$ cat config.mk
export PLATFORM = sky130hd
export DESIGN_NAME = riscv_instr_encoder
export DESIGN_NICKNAME = d
export VERILOG_FILES = /design/src/rtl/riscv_instr_encoder.sv
export SDC_FILE = /design/constraint.sdc
export NUM_CORES = 1
export LEC_CHECK = 0
export CAP_MARGIN = 20
export CELL_PAD_IN_SITES_DETAIL_PLACEMENT = 1
export CELL_PAD_IN_SITES_GLOBAL_PLACEMENT = 1
export CORE_MARGIN = 2
export CORE_UTILIZATION = 25
export DETAILED_ROUTE_END_ITERATION = 10
export MAX_ROUTING_LAYER = met4
export PLACE_DENSITY_LB_ADDON = 0.08
export SLEW_MARGIN = 5
export SYNTH_ARGS = -nofsm -noshare
export SYNTH_HDL_FRONTEND = slang
export SYNTH_SLANG_ARGS = --single-unit
$ cat constraint.sdc
create_clock -name clk -period 5.9 [get_ports clk]
set_input_delay 1.18 -clock clk [delete_from_list [all_inputs] [get_ports clk]]
set_output_delay 1.18 -clock clk [all_outputs]
set_load 0.05 [all_outputs]
$ cat src/rtl/riscv_instr_encoder.sv
// riscv_instr_encoder: packs LW/SW/R-type/BEQ requests into RV32I words and
// streams them into instruction memory, one registered write per accepted beat.
`default_nettype none

module riscv_instr_encoder #(
   parameter int AW    = 5,
   parameter int DEPTH = 32,
   parameter int BASE  = 0
) (
   input  logic          clk,
   input  logic          rst_n,
   input  logic          start_i,
   input  logic          in_valid_i,
   output logic          in_ready_o,
   input  logic [1:0]    in_kind_i,
   input  logic [4:0]    in_rd_i,
   input  logic [4:0]    in_rs1_i,
   input  logic [4:0]    in_rs2_i,
   input  logic [2:0]    in_funct3_i,
   input  logic          in_funct7b5_i,
   input  logic [12:0]   in_imm_i,
   input  logic          in_last_i,
   output logic          imem_we_o,
   output logic [AW-1:0] imem_addr_o,
   output logic [31:0]   imem_wdata_o,
   output logic          busy_o,
   output logic          done_o,
   output logic          full_o,
   output logic [AW:0]   count_o
);

   typedef enum logic [1:0] {
      S_IDLE  = 2'd0,
      S_LOAD  = 2'd1,
      S_DRAIN = 2'd2,
      S_DONE  = 2'd3
   } state_t;

   localparam logic [AW+1:0] DEPTH_W = (AW+2)'(DEPTH);
   localparam logic [AW-1:0] BASE_W  = AW'(BASE);

   state_t        state_q, state_d;
   logic          we_q, we_d;
   logic [AW-1:0] addr_q, addr_d;
   logic [AW-1:0] ptr_q, ptr_d;
   logic [31:0]   wdata_q, wdata_d;
   logic [AW:0]   count_q, count_d;
   logic          done_q, done_d;
   logic          full_q, full_d;
   logic          last_q, last_d;

   logic [AW+1:0] occupancy;
   logic          accept;
   logic [31:0]   enc;
   logic          unused_imm0;

   assign unused_imm0 = in_imm_i[0];

   // Words accepted so far: committed writes plus the one still on the bus.
   assign occupancy  = {1'b0, count_q} + (AW+2)'(we_q);
   assign in_ready_o = (state_q == S_LOAD) && (occupancy < DEPTH_W);
   assign accept     = in_valid_i && in_ready_o;

   always_comb begin
      enc = 32'h0;
      case (in_kind_i)
         2'b00: enc = {in_imm_i[11:0], in_rs1_i, 3'b010, in_rd_i, 7'b0000011};
         2'b01: enc = {in_imm_i[11:5], in_rs2_i, in_rs1_i, 3'b010, in_imm_i[4:0], 7'b0100011};
         2'b10: enc = {1'b0, in_funct7b5_i, 5'b00000, in_rs2_i, in_rs1_i, in_funct3_i,
                       in_rd_i, 7'b0110011};
         2'b11: enc = {in_imm_i[12], in_imm_i[10:5], in_rs2_i, in_rs1_i, 3'b000,
                       in_imm_i[4:1], in_imm_i[11], 7'b1100011};
         default: enc = 32'h0;
      endcase
   end

   always_comb begin
      state_d = state_q;
      we_d    = 1'b0;
      addr_d  = addr_q;
      ptr_d   = ptr_q;
      wdata_d = wdata_q;
      count_d = count_q + (AW+1)'(we_q);
      done_d  = done_q;
      full_d  = full_q;
      last_d  = last_q;
      case (state_q)
         S_IDLE, S_DONE: begin
            if (start_i) begin
               state_d = S_LOAD;
               count_d = '0;
               ptr_d   = BASE_W;
               done_d  = 1'b0;
               full_d  = 1'b0;
               last_d  = 1'b0;
            end
         end
         S_LOAD: begin
            if (accept) begin
               we_d    = 1'b1;
               addr_d  = ptr_q;
               wdata_d = enc;
               ptr_d   = ptr_q + 1'b1;
               last_d  = in_last_i;
               if (in_last_i || (occupancy + 1'b1 == DEPTH_W)) begin
                  state_d = S_DRAIN;
               end
            end
         end
         S_DRAIN: begin
            // The final write is on the bus this cycle; the session closes behind it.
            state_d = S_DONE;
            done_d  = 1'b1;
            full_d  = ~last_q;
         end
         default: state_d = S_IDLE;
      endcase
   end

   always_ff @(posedge clk or negedge rst_n) begin
      if (!rst_n) begin
         state_q <= S_IDLE;
         we_q    <= 1'b0;
         addr_q  <= BASE_W;
         ptr_q   <= BASE_W;
         wdata_q <= 32'h0;
         count_q <= '0;
         done_q  <= 1'b0;
         full_q  <= 1'b0;
         last_q  <= 1'b0;
      end else begin
         state_q <= state_d;
         we_q    <= we_d;
         addr_q  <= addr_d;
         ptr_q   <= ptr_d;
         wdata_q <= wdata_d;
         count_q <= count_d;
         done_q  <= done_d;
         full_q  <= full_d;
         last_q  <= last_d;
      end
   end

   assign imem_we_o    = we_q;
   assign imem_addr_o  = addr_q;
   assign imem_wdata_o = wdata_q;
   assign busy_o       = (state_q == S_LOAD) || we_q;
   assign done_o       = done_q;
   assign full_o       = full_q;
   assign count_o      = count_q;

endmodule

`default_nettype wire
======== Word-level counts from Yosys, hierarchy flattened ========
Cells that the tools add are included.
operators by class
  reductions and logical operators ........ 13
  multiplexer cells ....................... 17
  shift-type cells ........................ 0
  eq/ne operators ......................... 10
  div/mod/pow operators ................... 0
  $lt $le $gt $ge ......................... 1
  multiply operators ...................... 0
  add/subtract/negate cells ............... 4
  bitwise logic cells ..................... 1
operator list
  kind                                                 count
  case mux 32 bit (4 select lines)                     1
  two-way mux 6 bit                                    2
  two-way mux 5 bit                                    2
  case mux 5 bit (2 select lines)                      1
  equality test 2 bit, second input constant           4
  adder 6 x 1 -> 7 bit                                 1
  adder 7 x 1 -> 7 bit, second input constant          1
  equality test 7 x 6 -> 1 bit, second input constant  1
  < comparator 7 x 6 -> 1 bit, second input constant   1
  adder 6 x 1 -> 6 bit                                 1
  two-way mux 2 bit                                    3
  case mux 1 bit (2 select lines)                      3
  case mux 2 bit (3 select lines)                      1
  AND reduction 3 bit                                  2
  adder 5 x 1 -> 5 bit, second input constant          1
  equality test 2 x 1 -> 1 bit, second input constant  2
  logical NOT 2 bit                                    2
  two-way mux 1 bit                                    4
  != test 2 bit, second input constant                 2
  AND reduction 2 bit                                  2
  nonzero test 2 bit                                   2
  logical AND 1 bit                                    2
  logical OR 1 bit                                     2
  != test 2 x 1 -> 1 bit, second input constant        1
  2 further kinds                                      2
storage, ports and cells
  input bits .............................. 39
  bits in writable memories ............... 0
  output and inout port bits .............. 48
  logic and storage cells ................. 55
  bits in latches ......................... 0
  register bits ........................... 54
  bits in read-only memories .............. 0
  memories kept ........................... 0

======== Depth between registers and ports, before layout ========
Gate-level depths: netlist (run 1).
  depth after elaboration ................. 7
  depth in mapped cells ................... 10

======== Least setup slack after synthesis (run 1) ========
No wires, ideal clock.
  path type ............................... reg-to-output
  start ................................... reg we_q, in the netlist imem_we_o
  end ..................................... out in_ready_o
  path buffers ............................ 0
  slack ................................... 2.652 ns
  required time ........................... 4.720 ns
  data arrival time ....................... 2.068 ns
  stages on the path, launching flop included .. 6
  cells stage by stage .................... dfrtp_1 ha_1 ha_1 nand2_1 nand4_1 a21oi_1
on the way
  cells in the longest elaborated chain, start to end .. 3
RTL lines
  what                         RTL line  RTL
  from (decl)                  43        logic we_q, we_d;
  from (signal assigned)       133       we_q <= we_d;
  adder 6 x 1 -> 7 bit         60        assign occupancy = {1'b0, count_q} + (AW+2)'(we_q);
  < comparator 7 x 6 -> 1 bit  61        assign in_ready_o = (state_q == S_LOAD) && (occupancy < DEPTH_W);
  logical AND 1 bit            61
  to (decl)                    14        output logic in_ready_o,
Every way passes these cells.

======== Worst setup path in the final report (run 1) ========
  start ................................... reg state_q[1]
  end ..................................... out in_ready_o
on the way
  cells in the longest elaborated chain, start to end .. 2
RTL lines
  what                          RTL line  RTL
  from (decl)                   42        state_t state_q, state_d;
  from (signal assigned)        132       state_q <= state_d;
  equality test 2 x 1 -> 1 bit  61
  logical AND 1 bit             61
Every way passes these cells.

==> impl_metrics.yaml, run 1 <==
die:
  core_area_um2: 9640
  ioPinCount: 87
  fp-row-count: 36
  start_util_pct: 25.4
  die_y_um: 103
  die_area_um2: 10600
  dieWidth_um: 103
run_status:
  status: "completed"
timing:
  relSlewSlack_pct: 50.8
  tns_ns: 0
  fmax_ghz: 0.282
  slew_violations: 0
  finClkSkew_ns: 0.00792
  layout_setup_ws_ns: 2.35
  finalCriticalPeriod_ns: 3.55
  tightestPinTransition_ns: 0.738
  fin_hold_ws_ns: 0.477
  hold_viol: 0
  setup_viol: 0
  rsz0062_at_grt: "no"
  period_share_pct: 60.2
worst_setup_path:
  reg2reg_from: "imem_we_o"
  cp-start-kind: "flip-flop"
  path_max_fanout: 8
  rr_worst_depth: 8
  end_kind: "output port"
  r2r-end: "imem_wdata_o[30]"
  arrival_ns: 2.37
  crit_type: "reg2out"
  ff2ff_setup_slack_ns: 3.45
  cp.required_ns: 4.72
synthesis:
  ys_seq_elements: 51
  async_reset_ff_share_pct: 100
  yosysSeqAreaShare_pct: 52.1
  synth_edf_count: 0
  ys_types: 40
  synthCells: 257
  synth-main-ff-cell: "dfrtp_1"
  syn_area_um2: 2450
  syn_avg_cell_area_um2: 9.52
  yosys_warnings: 0
global_routing:
  grt_overflow: 0
  grt_pass1_vias: 2021
  grt_start_max_net_pins: 52
  antenna_found_initial: 0
  grt_use_total_pct: 12.8
  grt_pass1_wl_mm: 10.2
clock_network:
  clockBufferDepth: 2
  cts_tree: "done"
  cts_hold_buf: 0
  insertion_delay_ns: 0.31
  cts_buffers: 5
  root_buffer: "clkbuf_8"
  htreeDepth: 2
  clock_sinks: 51
  post_cts_buffers: 0
  cts.clk_slew.worst_paths_ns: 0.10
  post_cts_resized: 0
worst_hold_path:
  hold_depth: 2
  hold_class: "reg2reg"
  hold_end: "imem_wdata_o[6]"
  min_from: "imem_wdata_o[6]"
finish:
  mostFrequentLayoutCells: "clkdlybuf4s50_1 (83), nand2_1 (72), dfrtp_1 (51)"
  nets: 383
  utilization_pct: 36.4
  num_antenna_cells: 0
  areaGrowthSynthToFinish_pct: 43.3
  layout_commonest_cell: "clkdlybuf4s50_1"
  drive_above_1_share_pct: 5.92
placement:
  hpwlAfterDp_mm: 4.55
  numPortBuffers: 84
  gp_congestion: 0.710
  post-place-ws_ns: 2.60
pwr:
  power_density_nw_per_um2: 515
  vdd_drop_max_v: 0.000211
  leakage_nw: 1.59
route:
  wl_per_cell_um: 13.4
  drtIter0Drc: 36
  dr.pass1.iters: 4
  via_per_inst: 4.41
  drc: 0
  wl_mm: 6.29
  drtAntennaViolNets: 0
  via_count: 2077
run:
  cap_violations: 0
## stage by stage
step | power [mW] | instance area (um2) | std cells
3_3_place_gp | 1.56 | 3390 | 463
5_1_grt | 1.93 | 3510 | 471
6_report | 1.81 | 3510 | 471
4_1_cts | 1.84 | 3510 | 471
3_5_place_dp | 1.57 | 3390 | 463
2_1_floorplan | 1.23 | 2450 | 258
## synth_stat cells (all sizes together) (2+ instances only)
library cell | number | area [um2]
nand2 | 72 | 270
dfrtp | 51 | 1280
o21ai | 22 | 110
nand3 | 13 | 70.1
mux2i | 11 | 110
nor2 | 10 | 37.5
buf | 9 | 58.8
a21oi | 8 | 40.0
inv | 8 | 30.0
ha | 7 | 87.6
a31oi | 5 | 31.3
clkbuf | 5 | 20.0
nand2b | 5 | 31.3
and2 | 4 | 25.0
or3 | 4 | 27.5
o31ai | 3 | 27.5
a21o | 2 | 15.0
nor2b | 2 | 12.5
xnor2 | 2 | 25.0
## power by group
| group | total, mW | leakage (nW) | switching [mW] | internal [mW] |
|---|---|---|---|---|
| registers | 0.553 | 0.655 | 0.0786 | 0.474 |
| clock network | 0.259 | 0.0612 | 0.122 | 0.138 |
| logic | 0.996 | 0.870 | 0.674 | 0.321 |
## sequential cells by signal, summed over array words and instances, names as in the netlist
signal,cells
imem_wdata_o,29
ptr_q,5
done_o,1
full_o,1
imem_we_o,1
last_q,1
imem_addr_o,5
count_o,6
state_q,2
## worst max path at each step
stage                       end  slack, ns  cells past startpoint        from
2_1_floorplan        in_ready_o       2.65                      5   imem_we_o
5_1_grt              in_ready_o       2.18                      6   imem_we_o
3_3_place_gp         in_ready_o       2.64                      6   imem_we_o
3_5_place_dp   imem_wdata_o[30]       2.60                      6  in_valid_i
4_1_cts              in_ready_o       2.29                      6   imem_we_o
6_report             in_ready_o       2.35                      5  state_q[1]
## final cells by class
type,count,area (um2)
clock buffers,6,82.6
clock inverters,2,35.0
fillers,1135,6130
inverters,8,30.0
multi-input cells,185,1070
flip-flops and latches,51,1280
well taps,133,166
repair buffers,86,851
## worst max-delay path, cell delays in order, from the launching register on
cell and delay [ns]:
dfrtp_1 0.41, inv_1 0.12, ha_1 0.34, inv_1 0.21, a21oi_1 0.17, clkdlybuf4s50_1 0.82
## metal layers
metal / global-route usage, % / part of all wire (%) / up-vias
met3: 4.81 / 6.9 / 4
met5: - / 0 / -
met4: 2.43 / 0.37 / 0
met1: 16.2 / 45 / 1000
li1: - / - / 1014
met2: 19.8 / 48 / 59
## cells by family (layout without fill, tap and decap cells)
| kind of cell | count (synthesis) | after routing | share of synthesized area (%) |
|---|---|---|---|
| adders and majority gates | 7 | 7 | 3.58 |
| DFF | 51 | 51 | 52.1 |
| muxes | 11 | 11 | 4.50 |
| xor gates and xnor gates | 3 | 3 | 1.38 |
| buffers and inverters | 22 | 102 | 4.45 |
| and+or+nand+nor | 117 | 117 | 22.2 |
| AOI/OAI and AO/OA | 45 | 45 | 11.6 |
| other | 1 | 2 | 0.153 |
Note: power is estimated with default switching activity, not from simulation.
==> run 2, diff against run 1 <==
- clock period: 5.9 -> 3.25 ns (I/O delays scaled with it)
==> impl_metrics.yaml, run 2 (synthesized netlist as in run 1, its figures left out) <==
worst_setup_path:
  critPathTopFamily: "buffers and inverters"
  crit_path_cell_trace: "ha_1 -> ha_1 -> nand2_1 -> nand4_1 -> a21oi_1 -> clkdlybuf4s50_1"
  reg2reg_from: "imem_we_o"
  rr_worst_depth: 8
  ff2ff_setup_slack_ns: 1.10
  end_kind: "output port"
  path_max_fanout: 4
  cp.required_ns: 2.60
  worst-path-buf-inv: 1
  cp-start-kind: "flip-flop"
  crit_type: "reg2out"
  cp_slowest_stage_delay_ns: 0.82
  arrival_ns: 2.37
  crit_slowest_cell: "clkdlybuf4s50_1"
  cp_common_cell: "ha_1"
  r2r-end: "imem_wdata_o[6]"
global_routing:
  grt_overflow: 0
  grt_pass1_wl_mm: 10.8
  grt_pass1_vias: 2180
  grt_start_max_net_pins: 47
  antenna_found_initial: 0
  grt_use_total_pct: 13.3
placement:
  numPortBuffers: 84
  gp_congestion: 0.754
  hpwlAfterDp_mm: 4.79
  dp_cells: 467
timing:
  tns_ns: 0
  fmax_ghz: 0.331
  rsz0062_at_grt: "no"
  finClkSkew_ns: 0.0121
  setup_viol: 0
  hold_viol: 0
  period_share_pct: 93.0
  tightestPinTransition_ns: 0.762
  slew_violations: 0
  relSlewSlack_pct: 49.2
  finalCriticalPeriod_ns: 3.02
  fin_hold_ws_ns: 0.333
clock_network:
  htreeDepth: 2
  post_cts_buffers: 0
  cts.clk_slew.worst_paths_ns: 0.11
  cts_tree: "done"
  clock_sinks: 51
  cts_hold_buf: 0
  root_buffer: "clkbuf_8"
  insertion_delay_ns: 0.30
  clockBufferDepth: 2
  post_cts_resized: 0
  cts_buffers: 5
route:
  wl_mm: 6.48
  via_count: 2076
  wl_per_cell_um: 13.6
  drtAntennaViolNets: 0
  drtIter0Drc: 30
  dr.pass1.iters: 4
  drc: 0
  via_per_inst: 4.37
finish:
  finalNonFillerCells: 475
  nFillCells: 1172
  utilization_pct: 36.5
  layout_commonest_cell: "clkdlybuf4s50_1"
  drive_above_1_share_pct: 7.02
  largest_reg_flops: 29
  num_antenna_cells: 0
  nets: 387
  areaGrowthSynthToFinish_pct: 43.7
  mostFrequentLayoutCells: "clkdlybuf4s50_1 (83), nand2_1 (72), dfrtp_1 (51)"
die:
  core_area_um2: 9640
  die_area_um2: 10600
  fp-row-count: 36
  start_util_pct: 25.4
  dieWidth_um: 103
  ioPinCount: 87
  die_y_um: 103
pwr:
  combPwrFrac_pct: 56.5
  switching_share_pct: 49.6
  p_switching_mw: 1.60
  leakage_nw: 1.60
  pwr-share-clk_pct: 12.5
  pwr-share-seq_pct: 31.0
  power_density_nw_per_um2: 918
  internal_power_mw: 1.63
  vdd_drop_max_v: 0.000296
run:
  cap_violations: 0
run_status:
  status: "completed"
worst_hold_path:
  hold_class: "in2async"
run 2: power groups by stage:
stage	clock network (mW)	logic [mW]	registers, mW
after CTS	0.419	1.86	1.01
after floorplan	0	0.532	1.69
after global routing	0.458	1.98	1.04
after detailed placement	0	1.85	1.02
final	0.404	1.82	1.00
after global placement	0	1.83	1.01
run 2: per-stage QoR:
stage | total power, mW | setup WS [ns] | instance area, um2
finish | 3.23 | 0.228 | 3520
global route | 3.47 | 0.0485 | 3520
CTS | 3.28 | 0.165 | 3520
detailed placement | 2.87 | 0.515 | 3420
global placement | 2.84 | 0.549 | 3420
floorplan | 2.22 | 0.532 | 2450
run 2: per-layer routing:
metal	vias to the layer above	global-route usage [%]	share of wire, %
met5	-	-	0
met4	0	2.73	0.36
met3	5	3.86	6.0
met2	53	21.4	48
met1	1000	16.8	46
li1	1018	-	-
run 2: worst max-delay path by stage:
stage	startpoint	endpoint	slack (ns)	depth (start not counted)
2_1_floorplan	imem_we_o	in_ready_o	0.53	5
3_3_place_gp	imem_we_o	in_ready_o	0.55	6
3_5_place_dp	imem_we_o	in_ready_o	0.51	6
4_1_cts	imem_we_o	in_ready_o	0.16	6
5_1_grt	imem_we_o	in_ready_o	0.05	6
6_report	imem_we_o	in_ready_o	0.23	6
run 2: cell type report:
cell class	count	area (um2)	area share, %
Inverter	8	30.0	0.854
Multi-Input combinational cell	185	1070	30.3
Sequential cell	51	1280	36.3
Timing Repair Buffer	90	881	25.1
Clock buffer	6	82.6	2.35
Tap cell	133	166	4.73
Clock inverter	2	13.8	0.391
